<file path="src/rtl/melody_sequencer.sv">
// Tempo-driven note sequencer: plays a loadable per-channel divider table at a fixed tick rate.
// Latency: start/stop/pause act on the next edge; note_div, beat_idx and BCD digits are registered.
// Backpressure: none; control is pulse/level driven and the table accepts a write every cycle.
module melody_sequencer #(
    parameter int CH        = 2,
    parameter int DIV_W     = 22,
    parameter int NUM_BEATS = 32,
    parameter int TICK_DIV  = 25_000_000,
    parameter int IDX_W     = $clog2(NUM_BEATS)
) (
    input  logic                  clk,
    input  logic                  rst,
    input  logic                  start,
    input  logic                  stop,
    input  logic                  pause,
    input  logic                  loop_en,
    input  logic [IDX_W:0]        seq_len,
    input  logic                  wr_en,
    input  logic [IDX_W-1:0]      wr_addr,
    input  logic [CH*DIV_W-1:0]   wr_data,
    output logic [CH*DIV_W-1:0]   note_div,
    output logic [IDX_W-1:0]      beat_idx,
    output logic [3:0]            beat_ones,
    output logic [3:0]            beat_tens,
    output logic                  playing,
    output logic                  done
);

    localparam int W     = CH * DIV_W;
    localparam int CNT_W = (TICK_DIV > 1) ? $clog2(TICK_DIV) : 1;
    localparam logic [CNT_W-1:0] TICK_LAST = CNT_W'(TICK_DIV - 1);
    localparam logic [IDX_W:0]   LEN_MAX   = (IDX_W + 1)'(NUM_BEATS);

    typedef enum logic [1:0] {S_IDLE, S_PLAY, S_PAUSE} state_t;

    state_t             state_q, state_d;
    logic [CNT_W-1:0]   tick_q, tick_d;
    logic [IDX_W-1:0]   beat_q, beat_d;
    logic [3:0]         ones_q, ones_d;
    logic [3:0]         tens_q, tens_d;
    logic [IDX_W:0]     len_q, len_d;
    logic               done_q, done_d;
    logic [W-1:0]       note_q, note_d;
    logic [W-1:0]       table_q [NUM_BEATS];
    logic [IDX_W:0]     start_len;
    logic               last_beat;

    // Zero or oversize length means "play the whole table".
    assign start_len = (seq_len == '0 || seq_len > LEN_MAX) ? LEN_MAX : seq_len;
    assign last_beat = ({1'b0, beat_q} == (len_q - (IDX_W + 1)'(1)));

    // Next-state: stop beats start beats pause; BCD digits count alongside the beat index.
    always_comb begin
        state_d = state_q;
        tick_d  = tick_q;
        beat_d  = beat_q;
        ones_d  = ones_q;
        tens_d  = tens_q;
        len_d   = len_q;
        done_d  = 1'b0;
        note_d  = '0;
        if (stop) begin
            state_d = S_IDLE;
            tick_d  = '0;
            beat_d  = '0;
            ones_d  = '0;
            tens_d  = '0;
        end else if (start) begin
            state_d = S_PLAY;
            tick_d  = '0;
            beat_d  = '0;
            ones_d  = '0;
            tens_d  = '0;
            len_d   = start_len;
        end else begin
            case (state_q)
                S_PLAY: begin
                    if (pause) begin
                        // Tick count is frozen from this edge on.
                        state_d = S_PAUSE;
                    end else if (tick_q == TICK_LAST) begin
                        tick_d = '0;
                        if (last_beat) begin
                            beat_d = '0;
                            ones_d = '0;
                            tens_d = '0;
                            if (!loop_en) begin
                                state_d = S_IDLE;
                                done_d  = 1'b1;
                            end
                        end else begin
                            beat_d = beat_q + IDX_W'(1);
                            if (ones_q == 4'd9) begin
                                ones_d = 4'd0;
                                tens_d = tens_q + 4'd1;
                            end else begin
                                ones_d = ones_q + 4'd1;
                            end
                        end
                    end else begin
                        tick_d = tick_q + CNT_W'(1);
                    end
                end
                S_PAUSE: begin
                    // Resume keeps the held tick count, finishing the same beat.
                    if (!pause) begin
                        state_d = S_PLAY;
                    end
                end
                default: state_d = S_IDLE;
            endcase
        end
        // Read of the table is pre-write, so a write to the current beat shows one edge later.
        if (state_d == S_PLAY) begin
            note_d = table_q[beat_d];
        end
    end

    // Control and output registers.
    always_ff @(posedge clk or posedge rst) begin
        if (rst) begin
            state_q <= S_IDLE;
            tick_q  <= '0;
            beat_q  <= '0;
            ones_q  <= '0;
            tens_q  <= '0;
            len_q   <= LEN_MAX;
            done_q  <= 1'b0;
            note_q  <= '0;
        end else begin
            state_q <= state_d;
            tick_q  <= tick_d;
            beat_q  <= beat_d;
            ones_q  <= ones_d;
            tens_q  <= tens_d;
            len_q   <= len_d;
            done_q  <= done_d;
            note_q  <= note_d;
        end
    end

    // Divider table; writable in any state, out-of-range addresses dropped.
    always_ff @(posedge clk or posedge rst) begin
        if (rst) begin
            for (int i = 0; i < NUM_BEATS; i++) begin
                table_q[i] <= '0;
            end
        end else if (wr_en && ({1'b0, wr_addr} < LEN_MAX)) begin
            table_q[wr_addr] <= wr_data;
        end
    end

    assign note_div  = note_q;
    assign beat_idx  = beat_q;
    assign beat_ones = ones_q;
    assign beat_tens = tens_q;
    assign playing   = (state_q != S_IDLE);
    assign done      = done_q;

endmodule

</file>
<file path="config.mk">
export PLATFORM = sky130hd
export DESIGN_NAME = melody_sequencer
export DESIGN_NICKNAME = d
export VERILOG_FILES = /design/src/rtl/melody_sequencer.sv
export SDC_FILE = /design/constraint.sdc
export NUM_CORES = 2
export LEC_CHECK = 0
export CORE_MARGIN = 2
export CORE_UTILIZATION = 45
export DETAILED_ROUTE_END_ITERATION = 6
export GPL_ROUTABILITY_DRIVEN = 1
export PLACE_DENSITY_LB_ADDON = 0.25
export RECOVER_POWER = 50
export SLEW_MARGIN = 5
export SYNTH_ARGS = -nofsm -noshare
export SYNTH_HDL_FRONTEND = slang
export SYNTH_SLANG_ARGS = --single-unit
</file>
<file path="constraint.sdc">
create_clock -name clk -period 60.3 [get_ports clk]
set_input_delay 12.06 -clock clk [delete_from_list [all_inputs] [get_ports clk]]
set_output_delay 12.06 -clock clk [all_outputs]
set_load 0.02 [all_outputs]
</file>
==> Yosys cells after proc, flatten, opt, wreduce, memory -nomap -nowiden <==
Cells that the tools add are included.
{ "totals": {"reg_bits": 1499, "in_bits": 62, "output_inout_bits": 59, "elab_cells": 118} }
{ "op_classes": {"n_bitwise": 3, "mux": 48, "add_sub_neg": 5, "eq_ne": 7, "reduce_logical": 11, "magnitude_cmp": 4} }
{ "op_table": {"columns": ["op", "n"], "rows": [
  ["1408-bit bitwise mux", 1],
  ["44-bit binary-select mux with 5-bit select", 1],
  ["44-bit demux with 5-bit select", 1],
  ["44-bit two-way mux", 4],
  ["25-bit two-way mux", 5],
  ["4-bit two-way mux", 14],
  ["5-bit two-way mux", 6],
  ["25-bit by 1-bit adder with 25-bit output, second input constant", 1],
  ["25-bit == test, second input constant", 1],
  ["2-bit two-way mux", 7],
  ["6-bit >= comparator, second input constant", 2],
  ["5-bit inverter with 6-bit output", 2],
  ["4-bit by 1-bit adder with 4-bit output, second input constant", 2],
  ["1-bit two-way mux", 7],
  ["5-bit by 6-bit == test with 1-bit output", 1],
  ["6-bit greater-than comparator, second input constant", 1],
  ["6-bit logical NOT", 1],
  ["6-bit by 1-bit less-than comparator with 1-bit output, second input constant", 1],
  ["6-bit two-way mux", 1],
  ["3-bit nonzero test", 2],
  ["6-bit by 1-bit subtractor with 6-bit output, second input constant", 1],
  ["5-bit by 1-bit adder with 5-bit output, second input constant", 1],
  ["2-bit by 1-bit == test with 1-bit output, second input constant", 2],
  ["4-bit == test, second input constant", 1],
  ["11 further kinds", 12]
]} }

==> Longest topological paths before layout <==
{ "logic_depth": {"depth_word": 13, "depth_mapped": 19, "depth_no_buf": 12} }

==> Worst setup path after synthesis <==
Ideal clock, no wire load.
{ "synth_timing": {"path_kind": "in2reg", "startpoint": "in pause", "endpoint": "reg note_q[19], in the netlist note_div[19]", "path_stages": 15, "arrival_ns": 14.514, "t_required_ns": 60.160, "setup_slack_ns": 45.646, "path_buffers": 5, "setup_ns": 0.140, "cell_sequence": "nor2b_1 -> buf_2 -> nand4_1 -> or2_0 -> clkbuf_1 -> a211o_1 -> and2_1 -> buf_4 -> inv_2 -> buf_6 -> buf_2 -> mux2_2 -> o211a_1 -> o22ai_1 -> o32ai_1"} }
{ "synth_via": {"elab_chain_len": 9, "word_cells_on_any_way": 15, "classes_between": "1 x eq/ne; 13 x mux; 1 x bitwise"} }
{ "synth_lines": {"columns": ["element", "line", "source"], "rows": [
  ["from (decl)", "15", "input logic pause,"],
  ["5-bit two-way mux", "78", "if (pause) begin"],
  ["5-bit two-way mux", "76", "case (state_q)"],
  ["5-bit two-way mux", "68", "end else if (start) begin"],
  ["5-bit two-way mux", "62", "if (stop) begin"],
  ["5-bit inverter with 6-bit output (implied by the code)", "115", "note_d = table_q[beat_d];"],
  ["44-bit binary-select mux with 5-bit select", "115", null],
  ["44-bit two-way mux (implied by the code) (2 in series)", "115", null],
  ["44-bit two-way mux (*)", "114", "if (state_d == S_PLAY) begin"],
  ["named net note_d[19]", "43", "logic [W-1:0] note_q, note_d;"],
  ["to (signal assigned)", "138", "note_q <= note_d;"],
  ["to (decl)", "43", null]
]} }
Mark *: on every way through the listed nets, which the timed path passes. The rest lies on a longest branch. The select of a mux whose other input is x is not followed.
A chain may end at the register's enable or synchronous reset.

==> out/qor.yml <==
pwr:
  p_leak_uw: 0.0355
  ir_drop_mv: 0.0255
  power_uw: 2730
  power_density_nw_per_um2: 32.3
clock_tree:
  path_clk_slew_ns: 0.06
  cts_hold_buf: 0
  clk_path_buf_depth: 3
  cts_resized: 0
  cts_buffers: 164
  clk_latency_ns: 0.85
  clockRootBuffer: "clkbuf_16"
  h-tree-depth: 4
  post_cts.repair.setup_buffers: 0
  cts_tree: "yes"
  clkSinkCount: 1499
route:
  antenna_left: 0
  drtIter0Drc: 6493
  vias_per_cell: 6.68
  vias: 60000
  drc_errors: 0
  firstDrtPassIters: 7
  detail_route.wl_per_cell_um: 28.7
  routed_wl_um: 258000
die:
  die_y_um: 418
  coreArea_um2: 171000
  start_util_pct: 45.2
  die_w_um: 418
  ioPinCount: 121
  num_rows: 152
  die_area_um2: 175000
logic_synthesis:
  synth-async-reset-ratio_pct: 100
  synth.avg_cell_area_um2: 11.1
  synth-seq-cells: 1499
  synthCells: 6973
  yosys_most_used_dff: "dfrtp_1"
  synth-edff-count: 0
  seq_area_frac_synth_pct: 48.6
  yosysUniqueCellTypes: 72
  synthesis.nets: 7044
  syn_area_um2: 77200
  yosysWarnings: 0
timing:
  period_minus_slack_ns: 28.65
  worstMarginPinSlew_ns: 7.96
  finClkSkew_ns: 0.0350
  fin_tns_setup_ns: 0
  maxSlewHeadroom_pct: -431
  setup_slack_ns: 31.65
  rsz0062_at_grt: "false"
  fmax_ghz: 0.0349
  fin_crit_sh_pct: 47.5
  setup-violations-final: 0
  finalMaxSlewViolations: 1701
  finalHoldViolCount: 0
worst_setup_path:
  end_kind: "asynchronous set/reset pin"
  worstSetupPathType: "input port to asynchronous set/reset pin"
  worst_ep_arrival_time_ns: 27.70
  cp.required_ns: 59.35
  startpoint: "rst"
  rr_startpoint: "state_q[1]"
  startpoint_type: "input port"
  crit_fanout: 146
grt:
  grt_max_degree: 174
  grt_pass1_vias: 59500
  grt_overflow: 0
  grt_first_pass_wirelength_um: 387000
  antenna_found_initial: 19
  grt_use_total_pct: 29.1
min_path:
  min_from: "table_q[592]"
  min_path_type: "register to register"
outcome:
  status: "complete, but fails checks"
  violations: "capacitance limit, slew limit"
cells_and_area:
  drive_above_1_share_pct: 27.8
  area_growth_pct: 9.64
  fin_util_pct: 49.5
  nNetsFinal: 6681
placement:
  port_buffers: 120
  dp_slack_ns: 42.31
  place_congestion: 0.819
  dpl.hpwl_um: 135000
flow_run:
  max_cap_violations: 41
cell usage after synthesis (all sizes together), types with 10 or more instances:
master	n	area (um^2)
o211a	29	290
nand4b	57	499
mux2	1495	16800
o32ai	30	263
nand2	534	2000
inv	44	165
mux2i	36	360
a22oi	171	1280
a211oi	77	596
nor2b	177	1110
nand2b	10	62.6
o2111ai	285	2500
o21ai	78	390
nand3	334	1670
o221ai	29	254
dfrtp	1498	37500
o22ai	44	275
o211ai	62	470
and4	19	166
a21oi	220	1110
buf	97	477
a221oi	342	3000
xor2	13	114
and3	64	400
a22o	29	254
nor4	47	294
nor2	359	1350
nor3b	29	218
clkbuf	670	2510
through the flow:
step	area (um^2)	cells	hold slack (ns)
after floorplan	77200	6973	0.472
after detailed placement	79600	8677	0.492
after CTS	85000	8977	0.506
after global placement	79600	8677	0.486
after global routing	84700	8985	0.509
final	84700	8986	0.504
area by class of cell:
type	count	area [um^2]
antenna	9	22.5
multi-input combinational	4663	36700
inverter	44	179
clock inverter	30	367
timing repair buffer	238	2110
clock buffer	270	5020
fill	15100	86300
tap	2233	2790
sequential	1499	37500
sequential cells by signal (all words and copies together), names as in the netlist:
signal	count
beat_idx	5
state_q	2
beat_tens	4
note_div	44
done	1
tick_q	25
len_q	6
table_q	1408
beat_ones	4
final timing paths:
kind	slack, ns	endpoint	cells after the start
max in group clk	40.88	note_div[31]	13
min in group asynchronous	13.47	table_q[669]	2
worst max-delay path	31.65	table_q[650]	4
worst min register to register	0.50	table_q[592]	1
worst min-delay path	0.50	table_q[592]	1
worst max register to register	52.35	note_div[31]	14
report_power, final:
part           leakage [uW]  internal (uW)  total [uW]  switching [uW]
logic                0.0136            225         402             177
clock network       0.00264            579        1010             429
registers            0.0192           1190        1320             130
logic make-up after synthesis:
| logic type | Yosys count | share of synthesized area (%) |
|---|---|---|
| flops | 1499 | 48.6 |
| simple gates | 1673 | 10.5 |
| xor+xnor | 22 | 0.250 |
| buf+inv | 811 | 4.09 |
| fa+ha+maj | 9 | 0.146 |
| compound gates | 1428 | 14.2 |
| mux | 1531 | 22.3 |
layer usage:
metal / vias up / GRT usage, % / wire length, um
met5: - / 0 / 60
met4: 10 / 14.5 / 13800
met3: 667 / 4.88 / 18300
met2: 2545 / 46.1 / 118000
met1: 31400 / 38.6 / 108000
li1: 25400 / - / -
critical path, cell delays in order:
cell and delay, ns:
dlygate4sd3_1 0.54, clkinvlp_2 3.15, clkbuf_1 5.77, clkbuf_1 5.70
layout by cell type (no fill, tap or decap), types with 7 or more instances in the layout:
cell type	netlist	final
a211oi_1	75	75
nand3_1	334	333
nor4_1	47	47
a21oi_1	218	218
diode_2	0	9
nor2_1	358	354
dlygate4sd3_1	0	64
a221oi_1	342	342
o2111ai_1	285	285
xor2_1	13	13
clkbuf_16	0	167
inv_1	40	39
xnor2_1	9	9
ha_1	9	9
o32ai_1	30	30
nand4b_1	57	57
and4_1	19	19
a22o_1	29	29
clkinv_2	0	13
nand2b_1	10	9
o21ai_0	77	77
a311oi_1	8	8
nand4_1	7	7
a22oi_1	171	171
buf_4	13	94
clkdlybuf4s50_1	0	55
mux2i_1	36	36
o221ai_1	29	29
buf_12	0	7
o22ai_1	44	44
clkbuf_8	0	45
nor2b_1	177	177
clkbuf_1	670	75
o211a_1	29	29
o211ai_1	61	61
nor3b_1	29	29
nand2_1	534	530
dfrtp_1	1498	1497
and3_1	64	64
mux2_2	1494	1494
No activity file was read; power rests on OpenSTA's default activity.
